==> config.mk <==
export PLATFORM = sky130hd
export DESIGN_NAME = srf_read_arbiter
export DESIGN_NICKNAME = d
export VERILOG_FILES = /design/src/rtl/srf_read_arbiter.sv
export SDC_FILE = /design/constraint.sdc
export NUM_CORES = 1
export LEC_CHECK = 0
export ABC_CLOCK_PERIOD_IN_PS = 4300
export BUFFER_PORTS_ARGS = -buffer_cell sky130_fd_sc_hd__clkbuf_2
export CORE_ASPECT_RATIO = 1.2
export CORE_UTILIZATION = 40
export CTS_CLUSTER_DIAMETER = 100
export DETAILED_ROUTE_END_ITERATION = 8
export PLACE_DENSITY = 0.67
export SYNTH_ARGS = -nofsm -noshare
export SYNTH_HDL_FRONTEND = slang
export SYNTH_SLANG_ARGS = --single-unit
export TNS_END_PERCENT = 5
==> constraint.sdc <==
create_clock -name clk -period 4.3 [get_ports clk]
set_input_delay 0.645 -clock clk [delete_from_list [all_inputs] [get_ports clk]]
set_output_delay 0.645 -clock clk [all_outputs]
set_load 0.01 [all_outputs]
==> src/rtl/srf_read_arbiter.sv <==
// Round-robin arbiter for the single SRF read port: grants one requester an
// exclusive burst of req_len beats, then rotates priority from the last winner.
module srf_read_arbiter #(
    parameter int NUM_REQ       = 3,
    parameter int NUM_STREAM_ID = 5,
    parameter int VLEN_WIDTH    = 5
) (
    input  logic                                     clk,
    input  logic                                     rst,
    input  logic [NUM_REQ-1:0]                       req,
    input  logic [NUM_REQ-1:0][NUM_STREAM_ID-1:0]    req_stream,
    input  logic [NUM_REQ-1:0][VLEN_WIDTH-1:0]       req_len,
    output logic [NUM_REQ-1:0]                       gnt,
    output logic                                     srf_read_enable,
    output logic [NUM_STREAM_ID-1:0]                 stream_src1,
    output logic [VLEN_WIDTH-1:0]                    beat_idx,
    output logic                                     last_beat,
    output logic                                     busy
);

    localparam int PTR_W = (NUM_REQ > 1) ? $clog2(NUM_REQ) : 1;
    localparam logic [PTR_W-1:0]      PTR_RST = PTR_W'(NUM_REQ - 1);
    localparam logic [VLEN_WIDTH-1:0] ONE_V   = VLEN_WIDTH'(1'b1);

    typedef enum logic [0:0] {
        IDLE  = 1'b0,
        BURST = 1'b1
    } state_t;

    state_t                      state_r;
    state_t                      state_nxt_s;
    logic [PTR_W-1:0]            ptr_r;
    logic [PTR_W-1:0]            ptr_nxt_s;
    logic [VLEN_WIDTH-1:0]       len_r;
    logic [VLEN_WIDTH-1:0]       len_nxt_s;
    logic [NUM_REQ-1:0]          gnt_nxt_s;
    logic                        en_nxt_s;
    logic [NUM_STREAM_ID-1:0]    stream_nxt_s;
    logic [VLEN_WIDTH-1:0]       beat_nxt_s;
    logic                        last_nxt_s;
    logic                        busy_nxt_s;
    logic                        win_found_s;
    logic [PTR_W-1:0]            win_idx_s;
    logic [PTR_W-1:0]            cand_s;
    logic [VLEN_WIDTH-1:0]       beat_inc_s;

    // Rotating search: first set request after ptr, wrapping, ptr itself last.
    always_comb begin
        win_found_s = 1'b0;
        win_idx_s   = '0;
        cand_s      = '0;
        for (int k = 1; k <= NUM_REQ; k++) begin
            cand_s = PTR_W'((int'(ptr_r) + k) % NUM_REQ);
            if (!win_found_s && req[cand_s]) begin
                win_found_s = 1'b1;
                win_idx_s   = cand_s;
            end else begin
                win_found_s = win_found_s;
            end
        end
    end

    // Next-state and next-output logic; every output is registered below.
    always_comb begin
        state_nxt_s  = state_r;
        ptr_nxt_s    = ptr_r;
        len_nxt_s    = len_r;
        gnt_nxt_s    = '0;
        en_nxt_s     = 1'b0;
        stream_nxt_s = stream_src1;
        beat_nxt_s   = '0;
        last_nxt_s   = 1'b0;
        busy_nxt_s   = 1'b0;
        beat_inc_s   = beat_idx + ONE_V;
        case (state_r)
            IDLE: begin
                if (win_found_s) begin
                    state_nxt_s            = BURST;
                    ptr_nxt_s              = win_idx_s;
                    gnt_nxt_s[win_idx_s]   = 1'b1;
                    en_nxt_s               = 1'b1;
                    busy_nxt_s             = 1'b1;
                    stream_nxt_s           = req_stream[win_idx_s];
                    len_nxt_s              = req_len[win_idx_s];
                    // len of 1 ends on beat 0; len of 0 wraps to a full burst
                    last_nxt_s             = (req_len[win_idx_s] == ONE_V);
                end else begin
                    state_nxt_s = IDLE;
                end
            end
            BURST: begin
                if (last_beat) begin
                    state_nxt_s = IDLE;
                end else begin
                    gnt_nxt_s  = gnt;
                    en_nxt_s   = 1'b1;
                    busy_nxt_s = 1'b1;
                    beat_nxt_s = beat_inc_s;
                    last_nxt_s = (beat_inc_s == (len_r - ONE_V));
                end
            end
            default: begin
                state_nxt_s = IDLE;
            end
        endcase
    end

    // State, pointer and output registers with synchronous reset.
    always_ff @(posedge clk) begin
        if (rst) begin
            state_r         <= IDLE;
            ptr_r           <= PTR_RST;
            len_r           <= '0;
            gnt             <= '0;
            srf_read_enable <= 1'b0;
            stream_src1     <= '0;
            beat_idx        <= '0;
            last_beat       <= 1'b0;
            busy            <= 1'b0;
        end else begin
            state_r         <= state_nxt_s;
            ptr_r           <= ptr_nxt_s;
            len_r           <= len_nxt_s;
            gnt             <= gnt_nxt_s;
            srf_read_enable <= en_nxt_s;
            stream_src1     <= stream_nxt_s;
            beat_idx        <= beat_nxt_s;
            last_beat       <= last_nxt_s;
            busy            <= busy_nxt_s;
        end
    end

endmodule

==> results.toml <==
[route]
vias_per_cell = 5.170
drc_errors = 0
route.met2.wl_um = 1382
wl_per_cell_um = 12.37
wl_met3_um = 155
totalWireLength_um = 2981
vias = 1246
dr.pass1.iters = 4
postRouteAntennaNets = 0
top_layer_used = "met4"
wl_met1_um = 1397
drt_iter0_markers = 22

[floorplanning]
start_util_pct = 43.36
core_sq_mm = 0.003166
die_h_um = 66.17
die_area_sq_mm = 0.003671
chipWidth_um = 55.48
io_pins = 51
rows = 22

[clock_tree]
cts_root_buf = "clkbuf_4"
cts_buffers = 3
clockBufferDepth = 2
path_clk_slew_ns = 0.13
cts_tree = "yes"
postCtsHoldBufs = 0
insertion_delay_ns = 0.31
cts_setup_buffers = 0
numClockSinks = 22
htree_levels = 1
ctsResizeCount = 0

[critical_path]
start_kind = "register"
cp-end-kind = "register"
critPathMaxFanout = 12
critical_path_required_ns = 4.54
slowest_stage = "or4_1"
max_stage_delay_ns = 0.56
path_cells = "inv_1 > ha_1 > and3b_1 > o21bai_4 > o311ai_2 > buf_4 > mux2i_1 > a21oi_1 > or4_1 > o31ai_2"
path_class = "reg -> reg"
cp.arrival_ns = 3.25

[power]
powerDensity_mw_per_mm2 = 750.5
leakage_uw = 0.0007873
total_power_uw = 1254
vdd_drop_max_mv = 0.4419

[worst_hold_path]
hold_path_class = "reg -> reg"

[layout]
fin_util_pct = 52.77
nets = 247
area_growth_pct = 21.70
diodes = 0
fin_area_sq_mm = 0.001670
drive_gt1_share_pct = 31.22

[synthesis]
syn-instance-count = 158
avgSynthCellArea_sq_um = 8.687
synth_seq_cells = 22
synth_area_sq_mm = 0.001373
yosysWarnings = 0
ys_seq_area_share_pct = 32.09
ys_types = 40
syn_nets = 199

[global_route]
grt_pass1_vias = 1218
grt_max_degree = 25
grt_antenna_before_repair = 0
grt_usage_pct = 18.28
grt_pass1_wl_um = 5368
gr-total-overflow = 0

[run_status]
outcome = "finished clean"

[placement]
placed_area_sq_mm = 0.001618
io_buffers = 50
dp.final_hpwl_um = 2378
globalplace.congestion = 0.8135

[flow_run]
cap_violations = 0

[sta]
timing.fmax_ghz = 0.3325
setup_violations = 0
slew_violations = 0
tns_ns = 0
fin_skew_ns = 0.009161
grt_setup_unrepaired = "no"
slew_headroom_pct = 71.02
post-route-period-util_pct = 69.93
min_period_ns = 3.007
hold_viol_final = 0
tightest_slew_ns = 0.4308
report_power, final:
group | internal (uW) | switching (uW) | total, uW | leakage, uW
Clock | 94.3 | 63.7 | 158 | 0.0000279
Combinational | 335 | 423 | 758 | 0.000579
Sequential | 278 | 59.1 | 337 | 0.000181
logic make-up after synthesis:
| kind of cell | Yosys count | synth area share [%] |
|---|---|---|
| AOI/OAI and AO/OA | 33 | 18.87 |
| muxes | 15 | 10.94 |
| xor gates and xnor gates | 11 | 7.019 |
| buffers and inverters | 13 | 5.560 |
| adders and majority gates | 6 | 5.469 |
| DFF | 22 | 32.09 |
| and+or+nand+nor | 58 | 20.06 |
flip-flops by register name, summed over array words and instances (netlist names):
name         flops
stream_src1      5
beat_idx         5
last_beat        1
state_r          1
ptr_r            2
gnt              3
len_r            5
cells in the final DEF (no fill, tap or decap), drive strengths merged, types with 2 or more instances in the layout:
| cell type | n |
|---|---|
| clkbuf | 53 |
| a21oi | 12 |
| a211oi | 7 |
| nand3b | 2 |
| inv | 5 |
| xnor2 | 6 |
| nand2 | 11 |
| nor2 | 28 |
| nor2b | 2 |
| ha | 6 |
| and3b | 2 |
| o21ai | 4 |
| dfxtp | 22 |
| nand3 | 3 |
| xor2 | 5 |
| mux2i | 15 |
| nor4 | 2 |
path summary, 6_finish.rpt:
| check | start | endpoint | slack, ns | depth (start not counted) |
|---|---|---|---|---|
| setup / recovery | ptr_r[0]$_SDFFE_PP0P_ | last_beat$_SDFF_PP0_ | 1.29 | 10 |
| hold reg to reg | gnt[0]$_SDFFE_PP0P_ | gnt[0]$_SDFFE_PP0P_ | 0.48 | 2 |
| hold / removal | gnt[0]$_SDFFE_PP0P_ | gnt[0]$_SDFFE_PP0P_ | 0.48 | 2 |
| setup reg to reg | ptr_r[0]$_SDFFE_PP0P_ | last_beat$_SDFF_PP0_ | 1.29 | 10 |
metal layers:
layer | up-vias | track usage, %
met4 | 0 | 7.500
met2 | 48 | 32.23
li1 | 651 | -
met5 | - | 0
met1 | 542 | 21.96
met3 | 5 | 3.131
Yosys cell counts:
| cell type | number | share of area [%] |
|---|---|---|
| a21oi_1 | 12 | 4.4 |
| a211oi_1 | 7 | 3.8 |
| or4_1 | 1 | 0.55 |
| nor2_1 | 27 | 7.4 |
| nor4_1 | 2 | 0.91 |
| xnor2_1 | 6 | 3.8 |
| clkbuf_1 | 3 | 0.82 |
| nand3_1 | 3 | 1.1 |
| o21bai_4 | 1 | 1.4 |
| or3_1 | 1 | 0.46 |
| buf_4 | 1 | 0.55 |
| ha_1 | 6 | 5.5 |
| a32o_1 | 1 | 0.73 |
| o211ai_1 | 1 | 0.55 |
| o221ai_2 | 1 | 1.1 |
| or2_2 | 1 | 0.46 |
| nor4b_1 | 1 | 0.64 |
| nor2_2 | 1 | 0.46 |
| nand2_1 | 11 | 3.0 |
| nand2b_1 | 1 | 0.46 |
| o41a_4 | 1 | 1.5 |
| nor2b_1 | 2 | 0.91 |
| mux2i_1 | 15 | 11 |
| o31ai_2 | 1 | 0.91 |
| nand3b_1 | 2 | 1.1 |
| nor3_1 | 1 | 0.36 |
| xor2_1 | 5 | 3.2 |
| buf_6 | 3 | 2.5 |
| a21bo_2 | 1 | 0.73 |
| a211o_1 | 1 | 0.64 |
| and3b_2 | 1 | 0.73 |
| a31oi_1 | 1 | 0.46 |
| o311ai_2 | 1 | 1.2 |
| and2_1 | 1 | 0.46 |
| and3b_1 | 1 | 0.64 |
| o21ai_0 | 4 | 1.5 |
| and3_1 | 1 | 0.46 |
| buf_2 | 1 | 0.36 |
| inv_1 | 5 | 1.4 |
| dfxtp_1 | 22 | 32 |
area by class of cell:
class / instances / area [sq um]
clock inverters: 1 / 30.03
inverters: 5 / 18.77
well taps: 36 / 45.04
repair buffers: 51 / 257.7
flip-flops and latches: 22 / 440.4
fillers: 293 / 1495
multi-input cells: 123 / 855.8
clock buffers: 3 / 22.52
stage by stage:
step / std cells / setup slack [ns] / hold WS [ns]
finish: 241 / 1.293 / 0.4800
floorplan: 158 / 1.513 / 0.4494
detailed placement: 237 / 1.302 / 0.4514
global route: 241 / 1.085 / 0.5029
global placement: 237 / 1.438 / 0.4462
CTS: 241 / 1.283 / 0.4830
critical path: cells and delay by family (launching register included):
kind | cells | cell delay [ns]
buffers and inverters | 2 | 0.35
AND/OR/NAND/NOR | 2 | 0.83
flip-flops | 1 | 0.38
adder cells (fa/ha/maj) | 1 | 0.44
AO/OA/AOI/OAI | 4 | 0.74
multiplexers | 1 | 0.21
Note: power is estimated with default switching activity, not from simulation.
